==> config.mk <==
export PLATFORM = sky130hd
export DESIGN_NAME = cb_updn_mod_cnt
export DESIGN_NICKNAME = d
export VERILOG_FILES = /design/src/rtl/cb_updn_mod_cnt.sv
export SDC_FILE = /design/constraint.sdc
export NUM_CORES = 1
export LEC_CHECK = 0
export ABC_CLOCK_PERIOD_IN_PS = 1800
export CAP_MARGIN = 0
export CORE_MARGIN = 3
export CORE_UTILIZATION = 41
export DETAILED_ROUTE_END_ITERATION = 16
export GPL_ROUTABILITY_DRIVEN = 0
export PLACE_DENSITY = 0.74
export RECOVER_POWER = 100
export SYNTH_ARGS = -nofsm -noshare
export SYNTH_HDL_FRONTEND = slang
export SYNTH_SLANG_ARGS = --single-unit
==> constraint.sdc <==
create_clock -name CLK -period 1.8 [get_ports CLK]
set_input_delay 0.36 -clock CLK [delete_from_list [all_inputs] [get_ports CLK]]
set_output_delay 0.36 -clock CLK [all_outputs]
set_load 0.01 [all_outputs]
==> src/rtl/cb_updn_mod_cnt.sv <==
// Cascadable up/down counter with programmable modulus, synchronous load,
// wrap-or-saturate at terminal count, registered terminal pulse and sticky overflow.
module cb_updn_mod_cnt #(
    parameter int     WIDTH     = 8,
    parameter longint MODULUS   = 256,
    parameter longint RESET_VAL = 0,
    parameter bit     WRAP      = 1'b1
) (
    input  logic             CLK,
    input  logic             CDN,
    input  logic             EN,
    input  logic             CAI,
    input  logic             UP,
    input  logic             LD,
    input  logic [WIDTH-1:0] D,
    input  logic             CLR_OVF,
    output logic [WIDTH-1:0] Q,
    output logic             CAO,
    output logic             TCP,
    output logic             OVF
);

    localparam logic [WIDTH-1:0] MAX_VAL = WIDTH'(MODULUS - 1);
    localparam logic [WIDTH-1:0] RST_VAL = WIDTH'(RESET_VAL);

    if (WIDTH < 2 || WIDTH > 32 || MODULUS < 2 || MODULUS > (longint'(1) << WIDTH) ||
        RESET_VAL < 0 || RESET_VAL >= MODULUS) begin : g_param_err
        $error("cb_updn_mod_cnt: illegal WIDTH/MODULUS/RESET_VAL combination");
    end

    logic [WIDTH-1:0] cnt_q, cnt_d;
    logic             tcp_q, tcp_d;
    logic             ovf_q, ovf_d;
    logic             at_term;
    logic             step;
    logic             carry_evt;

    // The terminal value follows UP combinationally, so a direction change
    // takes effect on the very next edge.
    assign at_term   = UP ? (cnt_q == MAX_VAL) : (cnt_q == '0);
    assign step      = EN & CAI & ~LD;
    assign carry_evt = step & at_term;

    always_comb begin
        cnt_d = cnt_q;
        if (LD) begin
            // D can only exceed MAX_VAL when MODULUS < 2**WIDTH.
            cnt_d = (D > MAX_VAL) ? MAX_VAL : D;
        end else if (step && !at_term) begin
            cnt_d = UP ? (cnt_q + WIDTH'(1)) : (cnt_q - WIDTH'(1));
        end else if (carry_evt && WRAP) begin
            cnt_d = UP ? '0 : MAX_VAL;
        end
    end

    always_comb begin
        tcp_d = carry_evt;
        ovf_d = ovf_q;
        if (carry_evt) begin
            ovf_d = 1'b1;
        end else if (CLR_OVF) begin
            ovf_d = 1'b0;
        end
    end

    always_ff @(posedge CLK or negedge CDN) begin
        if (!CDN) begin
            cnt_q <= RST_VAL;
            tcp_q <= 1'b0;
            ovf_q <= 1'b0;
        end else begin
            cnt_q <= cnt_d;
            tcp_q <= tcp_d;
            ovf_q <= ovf_d;
        end
    end

    // Carry-out ignores LD: chained stages share LD and see it themselves.
    assign CAO = EN & CAI & at_term;
    assign Q   = cnt_q;
    assign TCP = tcp_q;
    assign OVF = ovf_q;

endmodule

==> impl_metrics.csv, run 1 <==
group,metric,value,unit
run_status,status,"complete, but fails checks",
run_status,violations,"setup timing",
floorplanning,die_h,51.5,µm
critical_path,cp.arrival,1.72,ns
clock_network,ctsHoldBuffers,0,
critical_path,crit_chain,"nor4_4 > nand3_1 > nor2b_2 > nor2_1 > buf_2",
synth,avgSynthCellArea,7.71,µm²
floorplanning,chipWidth,51.5,µm
critical_path,slowest_delay,0.44,ns
final_layout,fin_nets,204,
critical_path,cp-start-kind,"flip-flop",
placement,hpwl,2230,µm
synth,synth_cells,110,
floorplanning,ioPinCount,26,
synth,synth_compound_area_frac,0.249,
synth,synth-seq-cells,10,
clock_network,root_buffer,"clkbuf_4",
final_layout,nFillCells,74,
floorplanning,num_rows,15,
critical_path,crit_fanout,2,
floorplanning,start_util,0.461,
timing,fin_crit_sh,1.16,
clock_network,cts_tree,"yes",
synth,synth_top_family_by_area,"simple AND/OR/NAND/NOR gates",
timing,worstMarginPinSlew,0.520,ns
floorplanning,coreArea,1840,µm²
critical_path,cp_slowest_cell,"dfrtp_1",
synth,synth_area_leader_cell,"dfrtp_1",
timing,slew_headroom,0.652,
synth,synth_area,848,µm²
timing,max_freq,480,MHz
timing,hold_viol,0,
floorplanning,die_area,2650,µm²
detailed_routing,dr.pass1.iters,6,
timing,fin_crit,2.08,ns
synth,yosys_warnings,0,
synth,ys_types,29,
clock_network,insertion_delay,0.29,ns
placement,numPortBuffers,25,
synth,synth_fp_nets,132,
synth,synthSimpleGateAreaFrac,0.261,
critical_path,critPathKind,"reg -> out",
grt,grt_pass1_wl,6230,µm
detailed_routing,ant_nets,0,
grt,grt_overflow_total,0,
placement,pre_cts_ws,-0.741,ns
detailed_routing,route.detailed.drc,0,
clock_network,cts_made_buffers,3,
timing,fin_skew,0.0103,ns
timing,layout_setup_ws,-0.281,ns
grt,grt_start_max_net_pins,12,
grt,antenna_found_initial,1,
placement,dp_cells,190,
hold_path,hp-class,"in -> async",
clock_network,path_clk_slew,0.08,ns
power,p_total,1.13,mW
grt,first_global_vias,1332,
synth,synthTopCellsByArea,"dfrtp_1, a21oi_1, ha_1",
timing,rsz0062_at_grt,"yes",
timing,drv_slew,0,
synth,muxShareOfSynthArea,0,
critical_path,end_kind,"primary output",
synth,synthXorXnorAreaFrac,0.0516,
synth,synth_seq_area_share,0.295,
grt,track_usage,0.323,
clock_network,cts_sinks,10,
critical_path,required,1.44,ns
final_layout,n_antenna_cell,0,
detailed_routing,drtIter0Drc,79,
final_layout,instances_no_fill,206,
detailed_routing,wire_per_inst,25.4,µm
power,p_per_area,666,nW/µm²
clock_network,htreeDepth,1,
detailed_routing,viasPerCell,6.76,
critical_path,r2r_setup_slack,-0.26,ns
final_layout,area_delta_synth_final,100,%
power,leakagePower,0.735,nW
detailed_routing,vias,1393,
power,ir_worst_vdd,0.000592,V
final_layout,drive_above_1_share,0.453,
job,drv_cap,0,
synth,synth_fa_ha_area_frac,0.112,
detailed_routing,wl,5230,µm
synth,yosysTopAreaCellShare,0.295,
clock_network,clk_path_buf_depth,2,
timing,setup-violations-final,9,
critical_path,r2r_cells,8,
==> registers in the layout, summed over array words and instances (netlist names) <==
signal	flops
OVF	1
TCP	1
Q	8
==> where the power goes <==
group          leakage, nW  switching [mW]  total, mW  internal (mW)
sequential           0.122          0.0322      0.278          0.245
clock               0.0150           0.102      0.188         0.0864
combinational        0.598           0.329      0.666          0.337
==> routing by layer <==
layer	vias up	part of all wire	GRT usage
met5	-	0.0013	0
met4	2	0.10	0.118
met3	70	0.11	0.0933
met2	152	0.45	0.593
met1	636	0.33	0.344
li1	533	-	-
==> cell type report <==
| class | instances | area, µm² | area share |
|---|---|---|---|
| clock buffers | 4 | 26.3 | 0.0155 |
| inverters | 4 | 17.5 | 0.0103 |
| multi-input cells | 93 | 753 | 0.444 |
| flip-flops and latches | 10 | 253 | 0.149 |
| well taps | 25 | 31.3 | 0.0184 |
| repair buffers | 70 | 617 | 0.363 |
==> synth_stat cells <==
cell / number
nor4_1: 1
o211ai_1: 2
xnor2_1: 5
clkbuf_1: 3
nand4_1: 1
nand3_1: 2
o31ai_2: 1
fa_1: 1
o21ai_0: 6
ha_1: 6
nor4b_1: 1
o2111ai_1: 1
nor3b_1: 1
o221ai_1: 1
nor3_1: 2
nor3b_2: 1
nor2_1: 19
a21o_1: 2
nor3_2: 1
a21oi_1: 19
o22ai_1: 1
nor2b_1: 1
dfrtp_1: 10
inv_1: 4
nand2_1: 11
and2_1: 1
nand2b_1: 4
o21bai_1: 1
a211oi_2: 1
==> cells by family after synthesis <==
group / count (synthesis)
AOI/OAI and AO/OA: 35
buffers and inverters: 7
and+or+nand+nor: 46
DFF: 10
adders and majority gates: 7
xor gates and xnor gates: 5
==> critical path: cells and delay by family, from the launching register on <==
kind,cells,cell delay (ns)
buffers and inverters,1,0.17
flip-flops,1,0.44
AND/OR/NAND/NOR,4,0.83
==> placed cells by master, fill, tap and decap left out, drive strengths merged, types with 4 or more instances in the layout <==
cell type	n
o21ai	6
buf	46
nor2	19
dfrtp	10
a21oi	19
clkdlybuf4s50	16
ha	6
nand2	11
clkbuf	5
nand2b	4
inv	4
xnor2	5
==> metrics by stage <==
stage | hold slack (ns) | instance area [µm²] | TNS [ns] | util
global placement | 0.521 | 1370 | -3.58 | 0.746
detailed placement | 0.536 | 1370 | -4.17 | 0.746
floorplan | 0.0644 | 855 | -0.0134 | -
finish | 0.471 | 1700 | -1.16 | 0.923
global route | 0.479 | 1700 | -1.96 | 0.923
CTS | 0.424 | 1580 | -0.146 | 0.857
==> path summary, 6_finish.rpt <==
kind | from | end
max reg2reg | Q[1] | Q[7]
min in group CLK | OVF | OVF
min reg2reg | OVF | OVF
max in group asynchronous | CDN | Q[4]
min | CDN | Q[3]
max | Q[7] | CAO
==> repair_timing <==
item	4_1_cts	5_1_grt
endpoints found under the setup margin	9	11
endpoints found under the hold margin	0	0
resized for setup	34	26
pin swaps	19	33
setup buffers	8	7
(Power assumes the default switching activity.)
==> run 2, diff against run 1 <==
--- a/config.mk
+++ b/config.mk
@@ -5,13 +5,13 @@
 export SDC_FILE = /design/constraint.sdc
 export NUM_CORES = 1
 export LEC_CHECK = 0
-export ABC_CLOCK_PERIOD_IN_PS = 1800
+export ABC_CLOCK_PERIOD_IN_PS = 2700
 export CAP_MARGIN = 0
 export CORE_MARGIN = 3
-export CORE_UTILIZATION = 41
+export CORE_UTILIZATION = 49
 export DETAILED_ROUTE_END_ITERATION = 16
 export GPL_ROUTABILITY_DRIVEN = 0
-export PLACE_DENSITY = 0.74
+export PLACE_DENSITY = 0.83
 export RECOVER_POWER = 100
 export SYNTH_ARGS = -nofsm -noshare
 export SYNTH_HDL_FRONTEND = slang
==> constraint.sdc (replaced) <==
create_clock -name CLK -period 2.7 [get_ports CLK]
set_input_delay 0.54 -clock CLK [delete_from_list [all_inputs] [get_ports CLK]]
set_output_delay 0.54 -clock CLK [all_outputs]
set_load 0.01 [all_outputs]
==> run 2 against run 1 <==
  * The run now ends clean
  * Sequential power fell by 33%
  * Combinational power fell by 68%
  * Total power is 52% lower
  * Core utilization is 16 points lower
  * Non-clock buffer count fell by 39
  * Routed wire length is 56% lower
  * Clock power shrank 26%
  * Count of clock-buffer cells in the layout did not move
  * Largest power group unchanged
  * Highest routed layer is now met4
==> impl_metrics.csv, run 2 (synthesis results as in run 1) <==
group,metric,value,unit
run_status,status,"finished clean",
floorplanning,ioPinCount,26,
placement,hpwl,1810,µm
job,drv_cap,0,
clock_network,insertion_delay,0.28,ns
clock_network,path_clk_slew,0.07,ns
power,p_per_area,456,nW/µm²
grt,grt_use_met1,0.273,
grt,grt_overflow_total,0,
critical_path,crit_fanout,4,
final_layout,final_core_util,0.760,
floorplanning,chipWidth,47.6,µm
timing,max_freq,392,MHz
detailed_routing,dr.pass1.iters,4,
final_layout,mostFrequentLayoutCells,"nor2_1, a21oi_1, clkdlybuf4s50_1",
grt,antenna_found_initial,0,
final_layout,area_delta_synth_final,39.7,%
critical_path,end_kind,"primary output",
grt,grt_start_max_net_pins,18,
power,p_seq_frac,0.345,
hold_path,holdPathStages,2,
critical_path,cp.arrival,2.01,ns
detailed_routing,wire_per_inst,14.6,µm
clock_network,cts_sinks,10,
clock_network,cts_setup_buffers,0,
critical_path,r2r_cells,7,
timing,fin_skew,0.00339,ns
clock_network,cts_tree,"yes",
final_layout,largest_register_ffs,8,
timing,setup-violations-final,0,
timing,fin_crit,2.55,ns
floorplanning,num_rows,14,
timing,worstMarginPinSlew,0.659,ns
timing,hold_viol,0,
grt,use_met3,0.0564,
power,p_sw,0.189,mW
final_layout,drive_above_1_share,0.0915,
clock_network,cts_made_buffers,3,
critical_path,cp-start-kind,"input pin",
grt,track_usage,0.231,
clock_network,ctsHoldBuffers,0,
detailed_routing,drtIter0Drc,39,
detailed_routing,viasPerCell,5.85,
timing,slew_headroom,0.560,
timing,drv_slew,0,
detailed_routing,route.detailed.drc,0,
grt,grt_util_met2,0.414,
hold_path,hp-class,"reg -> reg",
floorplanning,die_area,2270,µm²
critical_path,r2r_setup_slack,0.69,ns
detailed_routing,ant_nets,0,
power,p_clk_frac,0.259,
power,leakagePower,0.499,nW
grt,grt_pass1_wl,3720,µm
final_layout,fin_nets,165,
floorplanning,die_h,47.6,µm
floorplanning,start_util,0.544,
grt,grt-busiest-layer,"met2",
timing,layout_setup_ws,0.148,ns
clock_network,htreeDepth,1,
power,ir_worst_vdd,0.000282,V
timing,rsz0062_at_grt,"no",
detailed_routing,vias,924,
clock_network,root_buffer,"clkbuf_4",
floorplanning,coreArea,1560,µm²
critical_path,critPathKind,"in -> out",
grt,first_global_vias,871,
power,combPwrFrac,0.396,
placement,pre_cts_ws,-0.0322,ns
placement,numPortBuffers,25,
detailed_routing,wl,2310,µm
timing,fin_crit_sh,0.945,
timing,timing.hold.ws,0.593,ns
power,swShare,0.350,
final_layout,n_antenna_cell,0,
critical_path,required,2.16,ns
power,internal_power,0.351,mW
clock_network,clk_path_buf_depth,2,
==> run 2: cell types whose count changed in the layout (fill, tap and decap cells not counted), moves of 3 or more <==
cell / before / now
buf_4: 35 / 5
buf_6: 10 / 0
dlygate4sd3_1: 3 / 12
a21oi_1: 13 / 19
a21oi_2: 5 / 0
ha_1: 1 / 6
o21ai_0: 1 / 6
ha_4: 4 / 0
clkdlybuf4s50_1: 16 / 13
o21ai_1: 3 / 0
==> run 2: per-layer routing <==
metal | vias to the layer above | part of all wire
li1 | 454 | -
met1 | 431 | 0.43
met2 | 36 | 0.51
met3 | 3 | 0.049
met4 | 0 | 0.0078
met5 | - | 0
==> run 2: power groups by stage <==
stage | Clock [mW] | Combinational [mW] | Sequential (mW)
floorplan | 0 | 0.127 | 0.190
global placement | 0 | 0.210 | 0.189
detailed placement | 0 | 0.218 | 0.189
CTS | 0.143 | 0.220 | 0.187
global route | 0.151 | 0.239 | 0.189
finish | 0.140 | 0.214 | 0.186
==> run 2: layout make-up <==
type | instances | area, µm²
clock buffers | 4 | 36.3
fillers | 116 | 374
inverters | 4 | 15.0
multi-input cells | 93 | 572
flip-flops and latches | 10 | 250
well taps | 16 | 20.0
repair buffers | 31 | 292
==> run 2: final timing paths <==
kind / from / to
setup / recovery: UP / CAO
hold / removal: OVF / OVF
setup reg to reg: Q[0] / Q[6]
hold reg to reg: OVF / OVF
max in group asynchronous: CDN / OVF
min in group asynchronous: CDN / Q[0]
==> run 2: worst max-delay path, cell delays in order <==
cell and delay, ns:
clkdlybuf4s50_1 0.52, nand2_1 0.08, nor3_2 0.14, nor2b_1 0.08, nor2_1 0.10, clkdlybuf4s50_1 0.54
==> run 2: repair_timing <==
action | CTS | global route
gates resized for setup | 1 | 0
pin swaps | 0 | 1
endpoints found under the setup margin | 1 | 1
==> run 2: through the flow <==
stage | std cells | power [mW] | setup TNS, ns | instance area [µm²]
2_1_floorplan | 110 | 0.317 | 0 | 848
3_3_place_gp | 154 | 0.399 | 0 | 1150
3_5_place_dp | 154 | 0.407 | -0.0422 | 1150
4_1_cts | 158 | 0.549 | 0 | 1190
5_1_grt | 158 | 0.579 | 0 | 1180
6_report | 158 | 0.541 | 0 | 1180
